### src/rtl/ap_ctrl_chain_driver.sv
// ap_ctrl_chain_driver
// Initiator side of the ap_ctrl_chain handshake. Issues a commanded number
// of kernel transactions (ap_start/ap_ready), consumes results
// (ap_done/ap_continue), and tracks issued, completed and outstanding counts,
// stall cycles and a sticky protocol error.
// Optional feature: define RUN_CYCLES_EN to add the o_run_cycles output.
module ap_ctrl_chain_driver #(
   parameter  int CNT_W           = 32,
   parameter  int MAX_OUTSTANDING = 4,
   localparam int OSD_W           = $clog2(MAX_OUTSTANDING + 1)
) (
   input  logic             i_clock,
   input  logic             i_reset,
   input  logic             i_cmd_valid,
   input  logic [CNT_W-1:0] i_cmd_count,
   output logic             o_cmd_ready,
   input  logic             i_sink_ready,
   output logic             o_ap_start,
   input  logic             i_ap_ready,
   input  logic             i_ap_done,
   output logic             o_ap_continue,
   output logic             o_busy,
   output logic             o_done_pulse,
   output logic [CNT_W-1:0] o_issued_cnt,
   output logic [CNT_W-1:0] o_completed_cnt,
   output logic [OSD_W-1:0] o_outstanding,
   output logic [CNT_W-1:0] o_stall_cycles,
`ifdef RUN_CYCLES_EN
   output logic [CNT_W-1:0] o_run_cycles,
`endif
   output logic             o_protocol_err
);

   typedef enum logic [1:0] {
      S_IDLE   = 2'd0,
      S_RUN    = 2'd1,
      S_DRAIN  = 2'd2,
      S_FINISH = 2'd3
   } state_t;

   localparam logic [CNT_W-1:0] CNT_ONE = CNT_W'(1);
   localparam logic [CNT_W-1:0] CNT_MAX = '1;
   localparam logic [OSD_W-1:0] OSD_ONE = OSD_W'(1);
   localparam logic [OSD_W-1:0] OSD_CAP = OSD_W'(MAX_OUTSTANDING);

   state_t           r_state;
   state_t           w_state_nxt;
   logic [CNT_W-1:0] r_cmd_count;
   logic [CNT_W-1:0] r_to_issue;
   logic [CNT_W-1:0] r_issued;
   logic [CNT_W-1:0] r_completed;
   logic [CNT_W-1:0] r_stall;
   logic [OSD_W-1:0] r_osd;
   logic             r_perr;

   logic             w_active;
   logic             w_start;
   logic             w_cont;
   logic             w_issue;
   logic             w_complete;
   logic             w_spurious;
   logic             w_accept;
   logic [CNT_W-1:0] w_completed_nxt;

   // Handshake decode; ap_start depends only on registered state so the
   // kernel never sees a combinational loop through ap_ready/ap_done.
   always_comb begin
      w_active        = (r_state == S_RUN) || (r_state == S_DRAIN);
      w_start         = (r_state == S_RUN) && (r_to_issue != '0) && (r_osd < OSD_CAP);
      w_cont          = i_sink_ready && w_active;
      w_issue         = w_start && i_ap_ready;
      // A completion with nothing in flight is only legal if the start is
      // accepted in the same cycle.
      w_complete      = i_ap_done && w_cont && ((r_osd != '0) || w_issue);
      w_spurious      = i_ap_done && w_active && (r_osd == '0) && !w_issue;
      w_accept        = (r_state == S_IDLE) && i_cmd_valid;
      w_completed_nxt = w_complete ? (r_completed + CNT_ONE) : r_completed;
   end

   // Next-state and state-decoded outputs.
   always_comb begin
      w_state_nxt   = r_state;
      o_cmd_ready   = 1'b0;
      o_busy        = 1'b1;
      o_done_pulse  = 1'b0;
      o_ap_start    = w_start;
      o_ap_continue = w_cont;
      case (r_state)
         S_IDLE: begin
            o_cmd_ready = 1'b1;
            o_busy      = 1'b0;
            if (i_cmd_valid) begin
               w_state_nxt = (i_cmd_count == '0) ? S_FINISH : S_RUN;
            end
         end
         S_RUN: begin
            if (w_issue && (r_to_issue == CNT_ONE)) begin
               w_state_nxt = S_DRAIN;
            end
         end
         S_DRAIN: begin
            if (w_completed_nxt == r_cmd_count) begin
               w_state_nxt = S_FINISH;
            end
         end
         S_FINISH: begin
            o_done_pulse = 1'b1;
            w_state_nxt  = S_IDLE;
         end
         default: w_state_nxt = S_IDLE;
      endcase
   end

   // State register.
   always_ff @(posedge i_clock) begin
      if (i_reset) begin
         r_state <= S_IDLE;
      end else begin
         r_state <= w_state_nxt;
      end
   end

   // Run bookkeeping: cleared on command accept, updated on handshakes.
   always_ff @(posedge i_clock) begin
      if (i_reset) begin
         r_cmd_count <= '0;
         r_to_issue  <= '0;
         r_issued    <= '0;
         r_completed <= '0;
         r_stall     <= '0;
         r_osd       <= '0;
         r_perr      <= 1'b0;
      end else if (w_accept) begin
         r_cmd_count <= i_cmd_count;
         r_to_issue  <= i_cmd_count;
         r_issued    <= '0;
         r_completed <= '0;
         r_stall     <= '0;
         r_osd       <= '0;
         r_perr      <= 1'b0;
      end else begin
         if (w_issue) begin
            r_to_issue <= r_to_issue - CNT_ONE;
            r_issued   <= r_issued + CNT_ONE;
         end
         r_completed <= w_completed_nxt;
         case ({w_issue, w_complete})
            2'b10:   r_osd <= r_osd + OSD_ONE;
            2'b01:   r_osd <= r_osd - OSD_ONE;
            default: r_osd <= r_osd;
         endcase
         if (w_start && !i_ap_ready && (r_stall != CNT_MAX)) begin
            r_stall <= r_stall + CNT_ONE;
         end
         if (w_spurious) begin
            r_perr <= 1'b1;
         end
      end
   end

`ifdef RUN_CYCLES_EN
   logic [CNT_W-1:0] r_run_cycles;

   // Cycles spent in RUN/DRAIN for the current command; holds after the run.
   always_ff @(posedge i_clock) begin
      if (i_reset || w_accept) begin
         r_run_cycles <= '0;
      end else if (w_active && (r_run_cycles != CNT_MAX)) begin
         r_run_cycles <= r_run_cycles + CNT_ONE;
      end
   end

   assign o_run_cycles = r_run_cycles;
`endif

   assign o_issued_cnt    = r_issued;
   assign o_completed_cnt = r_completed;
   assign o_outstanding   = r_osd;
   assign o_stall_cycles  = r_stall;
   assign o_protocol_err  = r_perr;

endmodule

### config.mk
export PLATFORM = sky130hd
export DESIGN_NAME = ap_ctrl_chain_driver
export DESIGN_NICKNAME = d
export VERILOG_FILES = /design/src/rtl/ap_ctrl_chain_driver.sv
export SDC_FILE = /design/constraint.sdc
export NUM_CORES = 1
export LEC_CHECK = 0
export ABC_AREA = 1
export BUFFER_PORTS_ARGS = -buffer_cell sky130_fd_sc_hd__buf_4
export CAP_MARGIN = 20
export CORE_ASPECT_RATIO = 1.2
export CORE_MARGIN = 2
export CORE_UTILIZATION = 52
export DETAILED_ROUTE_END_ITERATION = 10
export GPL_ROUTABILITY_DRIVEN = 0
export PLACE_DENSITY = 0.85
export SYNTH_ARGS = -nofsm -noshare
export SYNTH_HDL_FRONTEND = slang
export SYNTH_SLANG_ARGS = --single-unit
### constraint.sdc
create_clock -name i_clock -period 2.65 [get_ports i_clock]
set_input_delay 0.6625 -clock i_clock [delete_from_list [all_inputs] [get_ports i_clock]]
set_output_delay 0.6625 -clock i_clock [all_outputs]
set_load 0.005 [all_outputs]
# Word-level counts from Yosys, hierarchy flattened
# Cells that the tools add are included.
[classes] add_sub_neg=6 n_lt_le_gt_ge=1 n_eq_ne=11 mux=12 reduce_logical=26
[op_table] cell="$add 32x1->32 const B" n=3
[op_table] cell="$mux 32" n=3
[op_table] cell="$eq 32x1->1 const B" n=1
[op_table] cell="$eq 32x32->1" n=1
[op_table] cell="$logic_not 32->1" n=1
[op_table] cell="$ne 32x32->1 const B" n=1
[op_table] cell="$reduce_bool 32->1" n=1
[op_table] cell="$sub 32x1->32 const B" n=1
[op_table] cell="$logic_and 1x1->1" n=13
[op_table] cell="$mux 2" n=4
[op_table] cell="$pmux 2 s4" n=1
[op_table] cell="$eq 2x2->1 const B" n=3
[op_table] cell="$pmux 3 s2" n=1
[op_table] cell="$eq 2x1->1 const B" n=2
[op_table] cell="$ne 2x1->1 const B" n=2
[op_table] cell="$reduce_bool 2->1" n=2
[op_table] cell="$add 3x1->3 const B" n=1
[op_table] cell="$logic_not 3->1" n=1
[op_table] cell="$lt 3x3->1 const B" n=1
[op_table] cell="$mux 1" n=3
[op_table] cell="$reduce_and 3->1" n=1
[op_table] cell="$reduce_bool 3->1" n=1
[op_table] cell="$sub 3x1->3 const B" n=1
[op_table] cell="$logic_not 1->1" n=2
[op_table] cell="4 further kinds" n=5
[word_totals] ff_bits=166 inputBits=38 output_inout_bits=105 word_cells=64

# Longest topological paths before layout
# Gate-level depths: netlist of the first run.
[depth] ltp_word=10 depth_mapped=24 depth_no_buf=24

# Worst setup path after synthesis of the first run
# Ideal clock, no wire load.
[synth_timing] path_type="flip-flop to flip-flop" start="register r_to_issue[0]" end="register r_osd[2], in the netlist o_outstanding[2]" setup_time_ns=0.122 arrival_time_ns=2.442 required_time_ns=2.528 path_slack_ns=0.086 path_stages_with_launch=17 path_buffers=1 period_less_slack_ns=2.564 cell_sequence="dfxtp_1 -> inv_1 -> ha_1 -> nand2_1 -> nor2_2 -> nand2_4 -> nor2_4 -> nand2_4 -> nand3_4 -> buf_1 -> ha_1 -> inv_1 -> fa_1 -> a21oi_1 -> o21ai_0 -> o21ai_0 -> a21oi_1"
[synth_via] elab_chain_cells=8 word_cells_on_any_way=10 cone_classes="eq/ne (2); mux (1); reduce/logical (7)"
[synth_rtl] element="start, declared" line_no="49" text="logic [CNT_W-1:0] r_to_issue;"
[synth_rtl] element="start signal, assigned" line_no="135" text="r_to_issue <= i_cmd_count;"
[synth_rtl] element="start signal, assigned" line_no="143" text="r_to_issue <= r_to_issue - CNT_ONE;"
[synth_rtl] element="$reduce_bool 32->1 (*)" line_no="69" text="w_start = (r_state == S_RUN) && (r_to_issue != '0) && (r_osd < OSD_CAP);"
[synth_rtl] element="$logic_and 1x1->1 (*) (2 in series)" line_no="69"
[synth_rtl] element="$logic_and 1x1->1 (*)" line_no="71" text="w_issue = w_start && i_ap_ready;"
[synth_rtl] element="$logic_or 1x1->1" line_no="74" text="w_complete = i_ap_done && w_cont && ((r_osd != '0) || w_issue);"
[synth_rtl] element="$logic_and 1x1->1" line_no="74"
[synth_rtl] element="$eq 2x1->1 or $eq 2x2->1 (tied branches)" line_no="147" text="case ({w_issue, w_complete})"
[synth_rtl] element="$pmux 3 s2 or $reduce_bool 2->1 (tied branches)"
[synth_rtl] element="end signal, assigned" line_no="148" text="2'b10: r_osd <= r_osd + OSD_ONE;"
[synth_rtl] element="end signal, assigned" line_no="149" text="2'b01: r_osd <= r_osd - OSD_ONE;"
[synth_rtl] element="end signal, assigned" line_no="150" text="default: r_osd <= r_osd;"
[synth_rtl] element="end, declared" line_no="53" text="logic [OSD_W-1:0] r_osd;"
# Every way passes the cells marked *; elsewhere a longest branch is shown, timed or not.
# A chain may end at the register's enable or synchronous reset.

# Worst setup path after layout of the first run
[layout_timing] start="register r_state[0]" end="register r_state[1]"
[layout_via] elab_chain_cells=10 word_cells_on_any_way=20 cone_classes="eq/ne (7); mux (2); reduce/logical (11)"
[layout_rtl] element="start, declared" line_no="46" text="state_t r_state;"
[layout_rtl] element="start signal, assigned" line_no="119" text="r_state <= w_state_nxt;"
[layout_rtl] element="$eq 2x1->1" line_no="68, 69, 88"
[layout_rtl] element="$logic_and 1x1->1 (2 in series)" line_no="69"
[layout_rtl] element="$logic_and 1x1->1" line_no="71"
[layout_rtl] element="$logic_or 1x1->1" line_no="74"
[layout_rtl] element="$logic_and 1x1->1" line_no="74"
[layout_rtl] element="$mux 32" line_no="77" text="w_completed_nxt = w_complete ? (r_completed + CNT_ONE) : r_completed;"
[layout_rtl] element="$eq 32x32->1" line_no="102" text="if (w_completed_nxt == r_cmd_count) begin"
[layout_rtl] element="$ne 2x1->1 (no line)"
[layout_rtl] element="$reduce_and 3->1 (no line)"
# Several ways; a longest one is shown, not always the timed one.

==> run summary, run 1 <==
DRT Pass-1 Iters: 9
Normalized max-slew margin: 0.568
Worst clock skew: 0.00960 ns
Maximum single-stage delay on the critical path: 0.35 ns
Top metal layer carrying routed signals: met4
First-pass GRT wire length: 45000 um
Starting Density: 0.527
Family of cells with the greatest summed delay on the critical path: simple AND/OR/NAND/NOR gates
Number of synthesized flops with an enable pin: 0
Cts bufs inserted: 17
Origin of the critical flop-to-flop path: r_state[0]
Required time of the worst setup path: 2.97 ns
Endpoints failing setup: 3
Critical path cell sequence: inv_2 > ha_4 > nand2_4 > nor2_4 > buf_12 > inv_1 > nor2_1 > nand3_1 > buf_4 > inv_1 > nand2_1 > nand2_1 > nand3_1 > nand2_1 > nand3_2 > nor2_2 > nand2_1 > nor2_1 > buf_4 > nand2_4 > nand2_4 > nand3_2 > nand2_1 > nor2_1
Fill cell total of the finished layout: 1358
Result of the run: finished, violations left
Critical Path Start Type: flop
Ranking of synthesized cells by area: dfxtp_1 (36%), nand2_1 (16%), inv_1 (8.4%)
Post-synthesis instance area: 0.00920 sq mm
Synth top area share: 0.361
Primary flip-flop cell chosen by synthesis mapping: dfxtp_1
Die X: 125 um
Final worst path period share: 1.05
CTS tree: done
Top Ports: 143
Number of nets produced by synthesis: 1488
Endpoint of the lowest-slack register-to-register path: r_state[1]
Failing checks: setup timing
Maximum clock frequency: 0.359 GHz
TNS Setup: -0.276 ns
Maximum number of pins on one net before global-route repair: 69
Total length of routed wires: 29200 um
Deepest level of the CTS H-tree: 4
Congestion Overflow GR: 0
Worst Hold Path EP: o_protocol_err
Ranking of synthesized cells by instance count: nand2_1 (381), inv_1 (207), dfxtp_1 (166)
Data arrival time of the critical path: 3.10 ns
Number of distinct library cell variants in the gate-level netlist after synthesis: 41
FF+latch area: 0.00333 sq mm
Leakage power: 5.50 nW
Antenna Diode Count: 0
Least-Margin Pin Slew: 0.644 ns
Synthesized netlist cell count: 1439
Post-layout utilization of the core: 0.715
Residual DRC count: 0
Post-Synthesis Mean Instance Area: 6.39 sq um
Total buffers and inverters traversed by the critical path: 6
Unrepaired setup endpoints after global routing: yes
Antenna violations before repair: 0
Count of cells along the worst hold path: 2
Fraction of final layout cells with drive strength greater than 1: 0.249
CTS Root Cell: clkbuf_16
Total number of clock tree sinks: 166
CP endpoint kind: flop
Share of synthesized area occupied by flip-flops and latches: 0.361
Drt first-iter violations: 990
Area growth syn-to-layout: 35.7%
Total of hold buffers inserted after clock tree synthesis: 0
Cell count after placement: 1861
Die outline area: 0.0188 sq mm
Top cell type by total area after synthesis: dfxtp_1
Ys Warns: 0
Total core area: 0.0174 sq mm
MaxCap Viol Count: 0
Power per cell area: 706 mW/mm^2
Worst Hold Slack: 0.463 ns
Routed metal-1 wire length: 10600 um
Number of cells in the finished layout apart from fillers: 1921
Number of synthesized register bits: 166
Met2 routed wirelength: 14700 um
Remaining number of nets flagged by the antenna check after routing: 0
Maximum fanout count along the critical path: 4
Routed wl met3: 2380 um
Library cell contributing the largest single delay on the critical path: dfxtp_2
Post-route worst setup slack: -0.136 ns
Overall die height: 150 um
Critical path's most frequent cell: nand2_1
Multi-input combinational cell area: 0.00528 sq mm
Clk slew on worst S/H paths: 0.06 ns
Top-count cell post-synth: nand2_1
Highest ir drop seen on vdd: 0.531 mV
Routed wire length per instance: 15.2 um
Post-detail-place hpwl: 20100 um
Number of buffers inserted by port buffering: 142
DR vias: 10810
Category of the critical setup timing path: reg -> reg
Via count of the first global-routing pass: 9904
Total routing usage reported by global routing: 0.291
Maximum root-to-sink buffer count: 2
Routed via count divided by cell count: 5.63
Reg2Reg Depth: 24
Time the worst path needs with I/O delays and setup: 2.79 ns
Nets@finish: 1738
R2R Setup Slk: -0.14 ns
Floorplan row count: 53
Async SR Flop Fraction: 0
Final hold violation count: 0
HP Class: reg -> reg
Number of pins exceeding their max-slew limit in the final report: 0
Clk_lat worst skew: 0.43 ns
Worst Min Path Start: o_protocol_err
## power breakdown
| part | total, mW | switching, mW | internal [mW] |
|---|---|---|---|
| clock | 2.68 | 1.00 | 1.68 |
| combinational | 3.22 | 1.92 | 1.30 |
| sequential | 2.90 | 0.164 | 2.74 |
| total | 8.81 | 3.09 | 5.72 |
## layer usage
layer,GRT usage,vias to the layer above
met3,0.0526,138
met2,0.522,582
met5,0,-
li1,-,5135
met1,0.323,4955
met4,0.173,0
## worst max path at each step
stage | startpoint | endpoint | slack [ns] | cells past startpoint
6_report | r_state[0] | r_state[1] | -0.14 | 24
5_1_grt | r_state[0] | r_state[1] | -0.33 | 23
4_1_cts | r_state[1] | r_state[1] | -0.06 | 23
3_5_place_dp | i_sink_ready | r_state[1] | -0.32 | 21
3_3_place_gp | i_sink_ready | r_state[1] | -0.27 | 21
2_1_floorplan | r_to_issue[0] | o_outstanding[2] | 0.09 | 16
## registers in the layout, summed over array words and instances, names as in the netlist
register / cells
o_issued_cnt: 32
r_cmd_count: 32
o_protocol_err: 1
r_state: 2
o_outstanding: 3
o_stall_cycles: 32
r_to_issue: 32
o_completed_cnt: 32
## cell type report
cell class              instances  share of cell area
multi-input cells            1014               0.423
flip-flops and latches        166               0.267
repair buffers                267               0.170
inverters                     223              0.0678
clock buffers                  24              0.0394
well taps                     220              0.0221
clock inverters                 7              0.0114
## what timing repair did
item,in CTS,in global routing
pin swaps,24,30
setup endpoints to repair,9,36
cloned,1,0
buffers inserted,13,18
resized for setup,35,91
## cell families (layout without fill, tap and decap cells)
logic type      Yosys count  count (layout)  synth area share
compound gates          176             176             0.106
xor+xnor                 26              26            0.0248
simple gates            801             801             0.384
buf+inv                 259             521             0.108
fa+ha+maj                11              11            0.0158
flops                   166             166             0.361
## worst register-to-register path: stages, from the launching register on
cell	delay (ns)
dfxtp_2	0.35
inv_2	0.05
ha_4	0.27
nand2_4	0.05
nor2_4	0.14
buf_12	0.14
inv_1	0.07
nor2_1	0.10
nand3_1	0.13
buf_4	0.16
inv_1	0.07
nand2_1	0.08
nand2_1	0.09
nand3_1	0.08
nand2_1	0.09
nand3_2	0.08
nor2_2	0.14
nand2_1	0.07
nor2_1	0.09
buf_4	0.14
nand2_4	0.06
nand2_4	0.08
nand3_2	0.05
nand2_1	0.06
nor2_1	0.04
## placed cells by master, fill, tap and decap left out, drive strengths merged, types with 6 or more instances in the layout
cell type / n
o21ai: 52
ha: 10
a31oi: 16
dfxtp: 166
nor3: 52
nor2: 174
clkbuf: 24
nor4: 21
nand4: 28
nand3: 122
nand2: 390
o22ai: 22
buf: 267
inv: 222
o21a: 10
xor2: 23
a21oi: 70
nor3b: 6
## metrics by stage
step,instance area [sq um],setup slack [ns],power [mW]
after CTS,12100,-0.0640,8.58
after global placement,11100,-0.272,5.61
after detailed placement,11100,-0.323,5.67
final,12500,-0.136,8.81
after floorplan,9200,0.0859,4.65
after global routing,12500,-0.332,9.24
No activity file was read; power rests on OpenSTA's default activity.
==> run 2, diff against run 1 <==
--- a/config.mk
+++ b/config.mk
@@ -6,14 +6,14 @@
 export NUM_CORES = 1
 export LEC_CHECK = 0
 export ABC_AREA = 1
-export BUFFER_PORTS_ARGS = -buffer_cell sky130_fd_sc_hd__buf_4
 export CAP_MARGIN = 20
 export CORE_ASPECT_RATIO = 1.2
 export CORE_MARGIN = 2
-export CORE_UTILIZATION = 52
+export CORE_UTILIZATION = 55
 export DETAILED_ROUTE_END_ITERATION = 10
+export DONT_BUFFER_PORTS = 1
 export GPL_ROUTABILITY_DRIVEN = 0
-export PLACE_DENSITY = 0.85
+export PLACE_DENSITY = 0.81
 export SYNTH_ARGS = -nofsm -noshare
 export SYNTH_HDL_FRONTEND = slang
 export SYNTH_SLANG_ARGS = --single-unit
==> run summary, run 2 (same netlist as run 1, synthesis figures left out) <==
Worst Setup Slack post-DPL: -0.301 ns (+0.0225 ns)
Overall die height: 146 um (-2.7%)
Share of total power in sequential cells: 0.345 (+0.015)
Starting Density: 0.565 (+0.0379)
Unrepaired setup endpoints after global routing: yes
Post-detail-place hpwl: 19600 um (-2.6%)
Critical Path Start Type: flop
Multi-input combinational cell area: 0.00520 sq mm (-1.4%)
Via count of the first global-routing pass: 9037 (-8.8%)
Post-route cell area: 0.0113 sq mm (-9.7%)
Endpoint of the lowest-slack register-to-register path: r_state[1]
Total design power: 8.42 mW (-4.4%)
Post-layout utilization of the core: 0.693 (-0.0227)
Maximum clock frequency: 0.354 GHz (-1.5%)
Routed via count divided by cell count: 5.59 (-0.68%)
Least-Margin Pin Slew: 0.869 ns (+0.226 ns)
Die outline area: 0.0178 sq mm (-5.3%)
Total core area: 0.0163 sq mm (-6.7%)
CP endpoint kind: flop
Remaining number of nets flagged by the antenna check after routing: 0 (unchanged)
Antenna violations before repair: 0 (unchanged)
Leakage power: 4.69 nW (-15%)
Maximum number of pins on one net before global-route repair: 78 (+13%)
Endpoints failing setup: 2 (-1)
Origin of the critical flop-to-flop path: r_state[0]
Worst Hold Slack: 0.298 ns (-0.165 ns)
Result of the run: finished, violations left
Top Ports: 143 (unchanged)
Worst clock skew: 0.00900 ns (-0.000604 ns)
Worst Hold Path EP: r_to_issue[23]
Number of cells in the finished layout apart from fillers: 1773 (-7.7%)
Total length of routed wires: 27500 um (-5.7%)
Clk pwr share: 0.312 (+0.008)
R2R Setup Slk: -0.18 ns (-0.04 ns)
Clk slew on worst S/H paths: 0.06 ns (about the same)
CTS Root Cell: clkbuf_16
Library cell contributing the largest single delay on the critical path: dfxtp_2
TNS Setup: -0.332 ns (-0.0561 ns)
Maximum fanout count along the critical path: 3 (-1)
Number of buffers inserted by port buffering: 0 (-100%)
Routed wire length per instance: 15.5 um (+2.2%)
Nets@finish: 1597 (-8.1%)
First-pass GRT wire length: 41700 um (-7.3%)
HP Class: in -> reg
Final worst path period share: 1.07 (+0.0158)
CTS tree: done
Maximum single-stage delay on the critical path: 0.35 ns (about the same)
Residual DRC count: 0 (unchanged)
Number of pins exceeding their max-slew limit in the final report: 0 (unchanged)
Most frequent cells in the layout: nand2_1 (364), inv_1 (202), dfxtp_1 (161)
Area growth syn-to-layout: 22.6%
Switching power total: 3.01 mW (-2.5%)
Most frequent standard cell in the layout excluding fill and tap cells: nand2_1
Normalized max-slew margin: 0.420 (-0.147)
Congestion Overflow GR: 0 (unchanged)
Maximum root-to-sink buffer count: 2 (unchanged)
Power per cell area: 747 mW/mm^2 (+5.8%)
Post-route worst setup slack: -0.178 ns (-0.0419 ns)
Critical path's most frequent cell: nand2_1
Final hold violation count: 0 (unchanged)
Total of hold buffers inserted after clock tree synthesis: 0 (unchanged)
Highest ir drop seen on vdd: 0.424 mV (-20%)
Antenna Diode Count: 0 (unchanged)
Failing checks: setup timing
Deepest level of the CTS H-tree: 4 (unchanged)
Data arrival time of the critical path: 3.15 ns (+0.05 ns)
Logic gate share of total power: 0.343 (-0.023)
Total number of clock tree sinks: 166 (unchanged)
Time the worst path needs with I/O delays and setup: 2.83 ns (+0.0419 ns)
Clk_lat worst skew: 0.43 ns (about the same)
Cts bufs inserted: 17 (unchanged)
Reg2Reg Depth: 21 (-13%)
Required time of the worst setup path: 2.97 ns (about the same)
Worst Min Path Start: i_reset
FF+latch area: 0.00333 sq mm (about the same)
Fraction of final layout cells with drive strength greater than 1: 0.176 (-0.0725)
MaxCap Viol Count: 0 (unchanged)
Cell count after placement: 1722 (-7.5%)
Drt first-iter violations: 776 (-22%)
DRT Pass-1 Iters: 6 (-3)
Critical path cell sequence: inv_2 > ha_4 > nand2_4 > nor2_4 > buf_12 > inv_2 > nor3_2 > and2_1 > nand3_1 > nand2_1 > nand2_1 > nand2_1 > nand2_1 > nor2_1 > nand2_1 > nor2_4 > nand2_2 > nand2_4 > nand3_2 > nand2_2 > nor2_2
Die X: 122 um (-2.7%)
Design internal power: 5.41 mW (-5.4%)
Total routing usage reported by global routing: 0.290 (-0.00136)
Proportion of total power due to net switching: 0.357 (+0.00684)
Count of cells along the worst hold path: 1 (-1)
Fill cell total of the finished layout: 1334 (-1.8%)
Placed inst area: 0.0101 sq mm (-9.0%)
Category of the critical setup timing path: reg -> reg
DR vias: 9909 (-8.3%)
Floorplan row count: 51 (-3.8%)
==> run 2: cell count changes in the layout (fill, tap and decap cells not counted), moves of 3 or more <==
cell / delta
buf_6: -7
buf_4: -132
inv_1: +4
o21ai_0: +6
nand2_1: -5
inv_2: -4
nor2_1: +3
nand2_2: +7
o21ai_1: -5
==> run 2: layout make-up <==
class,count,area share
tap,212,0.0235
clock inverter,9,0.0124
timing repair buffer,126,0.0895
multi-input combinational,1014,0.461
clock buffer,23,0.0433
sequential,166,0.295
inverter,223,0.0746
==> run 2: layer usage <==
layer  share of wire  track usage  up-vias
met4           0.048        0.175        0
li1                -            -     4857
met2            0.50        0.497      430
met5               0            0        -
met1            0.38        0.320     4520
met3           0.076       0.0694      102
==> run 2: worst max-delay path: cells and delay by family, from the launching register on <==
kind | cells | cell delay [ns]
simple gates | 17 | 1.82
flops | 1 | 0.35
fa+ha+maj | 1 | 0.28
buf+inv | 3 | 0.25
==> run 2: worst max path at each step <==
stage | start | to | slack [ns] | depth (start not counted)
global route | r_state[0] | r_state[1] | -0.33 | 21
finish | r_state[0] | r_state[1] | -0.18 | 21
CTS | r_state[0] | r_state[1] | -0.12 | 21
global placement | r_state[1] | r_state[1] | -0.16 | 21
floorplan | r_to_issue[0] | o_outstanding[2] | 0.09 | 16
detailed placement | r_state[0] | r_state[1] | -0.30 | 22
==> run 2: power by group through the flow <==
stage	Clock [mW]	Combinational [mW]	Sequential [mW]
6_report	2.63	2.89	2.90
4_1_cts	2.64	2.67	2.89
3_3_place_gp	0	2.53	2.93
5_1_grt	2.74	3.13	2.92
2_1_floorplan	0	1.74	2.91
3_5_place_dp	0	2.59	2.93
==> run 2: timing repair <==
item | CTS | global route
gates cloned | 0 | 1
resized for setup | 22 | 69
endpoints found under the setup margin | 5 | 35
setup buffers | 7 | 12
pin swaps | 19 | 27
endpoints found under the hold margin | 0 | 0
==> run 3, diff against run 2 <==
==> constraint.sdc (replaced) <==
create_clock -name i_clock -period 2.65 [get_ports i_clock]
set_input_delay 0.3975 -clock i_clock [delete_from_list [all_inputs] [get_ports i_clock]]
set_output_delay 0.3975 -clock i_clock [all_outputs]
set_load 0.005 [all_outputs]
==> run summary, run 3 (same netlist as run 1, synthesis figures left out) <==
Result of the run: finished, violations left
Failing checks: setup timing
Routed via count divided by cell count: 5.59 (about the same)
Total number of clock tree sinks: 166 (unchanged)
Antenna violations before repair: 0 (unchanged)
Number of pins exceeding their max-slew limit in the final report: 0 (unchanged)
Placed inst area: 0.00999 sq mm (-1.5%)
Number of buffers inserted by port buffering: 0 (unchanged)
Antenna Diode Count: 0 (unchanged)
First-pass GRT wire length: 42400 um (+1.7%)
Remaining number of nets flagged by the antenna check after routing: 0 (unchanged)
Critical Path Start Type: flop
Fraction of final layout cells with drive strength greater than 1: 0.156 (-0.0202)
Worst Min Path Start: i_reset
Power per cell area: 770 mW/mm^2 (+3.1%)
Worst Setup Slack post-DPL: -0.141 ns (+0.160 ns)
Least-Margin Pin Slew: 0.850 ns (-0.0196 ns)
Highest ir drop seen on vdd: 0.437 mV (+3.0%)
Critical path cell sequence: inv_2 > ha_4 > nand2_2 > nor2_4 > nand2_4 > nor2_4 > nand2_4 > nand3_4 > nand2_8 > buf_12 > nand3_1 > buf_4 > nand3_1 > nand2_1 > nand2_1 > nor2_2 > nand2_1 > nor2_2 > nand2_1 > nand2_2 > nand3_2 > nand2_1 > nor2_1
Number of cells in the finished layout apart from fillers: 1751 (-1.2%)
Congestion Overflow GR: 0 (unchanged)
CTS Root Cell: clkbuf_16
Floorplan row count: 51 (unchanged)
Maximum fanout count along the critical path: 8 (+5)
CP endpoint kind: flop
Required time of the worst setup path: 2.97 ns (about the same)
Die X: 122 um (unchanged)
Total routing usage reported by global routing: 0.295 (+0.00551)
Deepest level of the CTS H-tree: 4 (unchanged)
Most frequent cells in the layout: nand2_1 (372), inv_1 (201), dfxtp_1 (163)
Top Ports: 143 (unchanged)
Cell count after placement: 1702 (-1.2%)
DR vias: 9780 (-1.3%)
TNS Setup: -0.102 ns (+0.230 ns)
Total length of routed wires: 27300 um (-0.83%)
Cts bufs inserted: 17 (unchanged)
Normalized max-slew margin: 0.433 (+0.0131)
Clk_lat worst skew: 0.43 ns (about the same)
HP Class: in -> reg
Nets@finish: 1577 (-1.3%)
CTS tree: done
Drt first-iter violations: 900 (+16%)
Maximum number of pins on one net before global-route repair: 78 (unchanged)
Fill cell total of the finished layout: 1386 (+3.9%)
DRT Pass-1 Iters: 6 (unchanged)
Total core area: 0.0163 sq mm (unchanged)
Unrepaired setup endpoints after global routing: yes
Worst clock skew: 0.00944 ns (+0.000443 ns)
Die outline area: 0.0178 sq mm (unchanged)
Clk slew on worst S/H paths: 0.07 ns (about the same)
Worst Hold Slack: 0.0400 ns (-0.258 ns)
Post-route cell area: 0.0111 sq mm (-1.7%)
Critical path's most frequent cell: nand2_1
Via count of the first global-routing pass: 9103 (+0.73%)
Routed wire length per instance: 15.6 um (+0.42%)
Post-route worst setup slack: -0.0668 ns (+0.111 ns)
Critical Path Start: r_to_issue[1]
Final hold violation count: 0 (unchanged)
Residual DRC count: 0 (unchanged)
Origin of the critical flop-to-flop path: r_to_issue[1]
Category of the critical setup timing path: reg -> reg
Post-detail-place hpwl: 19300 um (-1.2%)
Time the worst path needs with I/O delays and setup: 2.72 ns (-0.111 ns)
Library cell contributing the largest single delay on the critical path: dfxtp_1
Final worst path period share: 1.03 (-0.0418)
Area growth syn-to-layout: 20.5%
FF+latch area: 0.00333 sq mm (about the same)
Maximum clock frequency: 0.368 GHz (+4.1%)
Maximum root-to-sink buffer count: 2 (unchanged)
Endpoints failing setup: 2 (unchanged)
Multi-input combinational cell area: 0.00515 sq mm (-1.0%)
Overall die height: 146 um (unchanged)
Leakage power: 4.55 nW (-3.0%)
MaxCap Viol Count: 0 (unchanged)
Maximum single-stage delay on the critical path: 0.33 ns (-0.02 ns)
Starting Density: 0.565 (unchanged)
Most frequent standard cell in the layout excluding fill and tap cells: nand2_1
Data arrival time of the critical path: 3.03 ns (-0.12 ns)
[run 3: cell count changes in the layout (fill, tap and decap cells not counted), sizes merged]
cell / change
buf: -21
inv: -3
bufinv: +2
clkinvlp: -1
clkinv: +2
clkbuf: -1
[run 3: final cells by class]
class,instances,share of cell area
repair buffers,106,0.0790
clock buffers,21,0.0406
well taps,212,0.0239
multi-input cells,1014,0.465
inverters,223,0.0758
flip-flops and latches,166,0.300
clock inverters,9,0.0159
[run 3: critical path, delay by kind of cell, from the launching register on]
family | cells | cell delay, ns
simple gates | 19 | 1.70
fa+ha+maj | 1 | 0.15
buf+inv | 3 | 0.39
flops | 1 | 0.33
[run 3: where the power goes]
group,leakage (nW),internal [mW],switching [mW]
Combinational,2.90,1.10,1.85
Sequential,1.35,2.74,0.170
Clock,0.303,1.68,1.00
Total,4.55,5.52,3.02
[run 3: path summary, 6_finish.rpt]
path                                       end  slack [ns]  depth (start not counted)
worst max-delay path                r_state[1]       -0.07                         23
worst min-delay path            r_to_issue[23]        0.04                          1
worst max register to register      r_state[1]       -0.07                         23
worst min register to register  o_protocol_err        0.47                          2
[run 3: repair_timing]
item | CTS | global route
setup buffers | 4 | 13
pin swaps | 17 | 30
resized for setup | 19 | 63
gates cloned | 0 | 2
setup endpoints to repair | 4 | 39
hold buffers | 0 | 0
[run 3: per-layer routing]
layer	global-route usage	routed length, um	part of all wire
met1	0.335	10400	0.38
met2	0.504	13600	0.50
met3	0.0705	2090	0.077
met4	0.163	1230	0.045
met5	0	0	0
[run 3: stage by stage]
step | utilization | power (mW)
3_5_place_dp | 0.614 | 5.47
3_3_place_gp | 0.614 | 5.42
6_report | 0.681 | 8.53
5_1_grt | 0.681 | 8.94
4_1_cts | 0.659 | 8.22
2_1_floorplan | - | 4.65
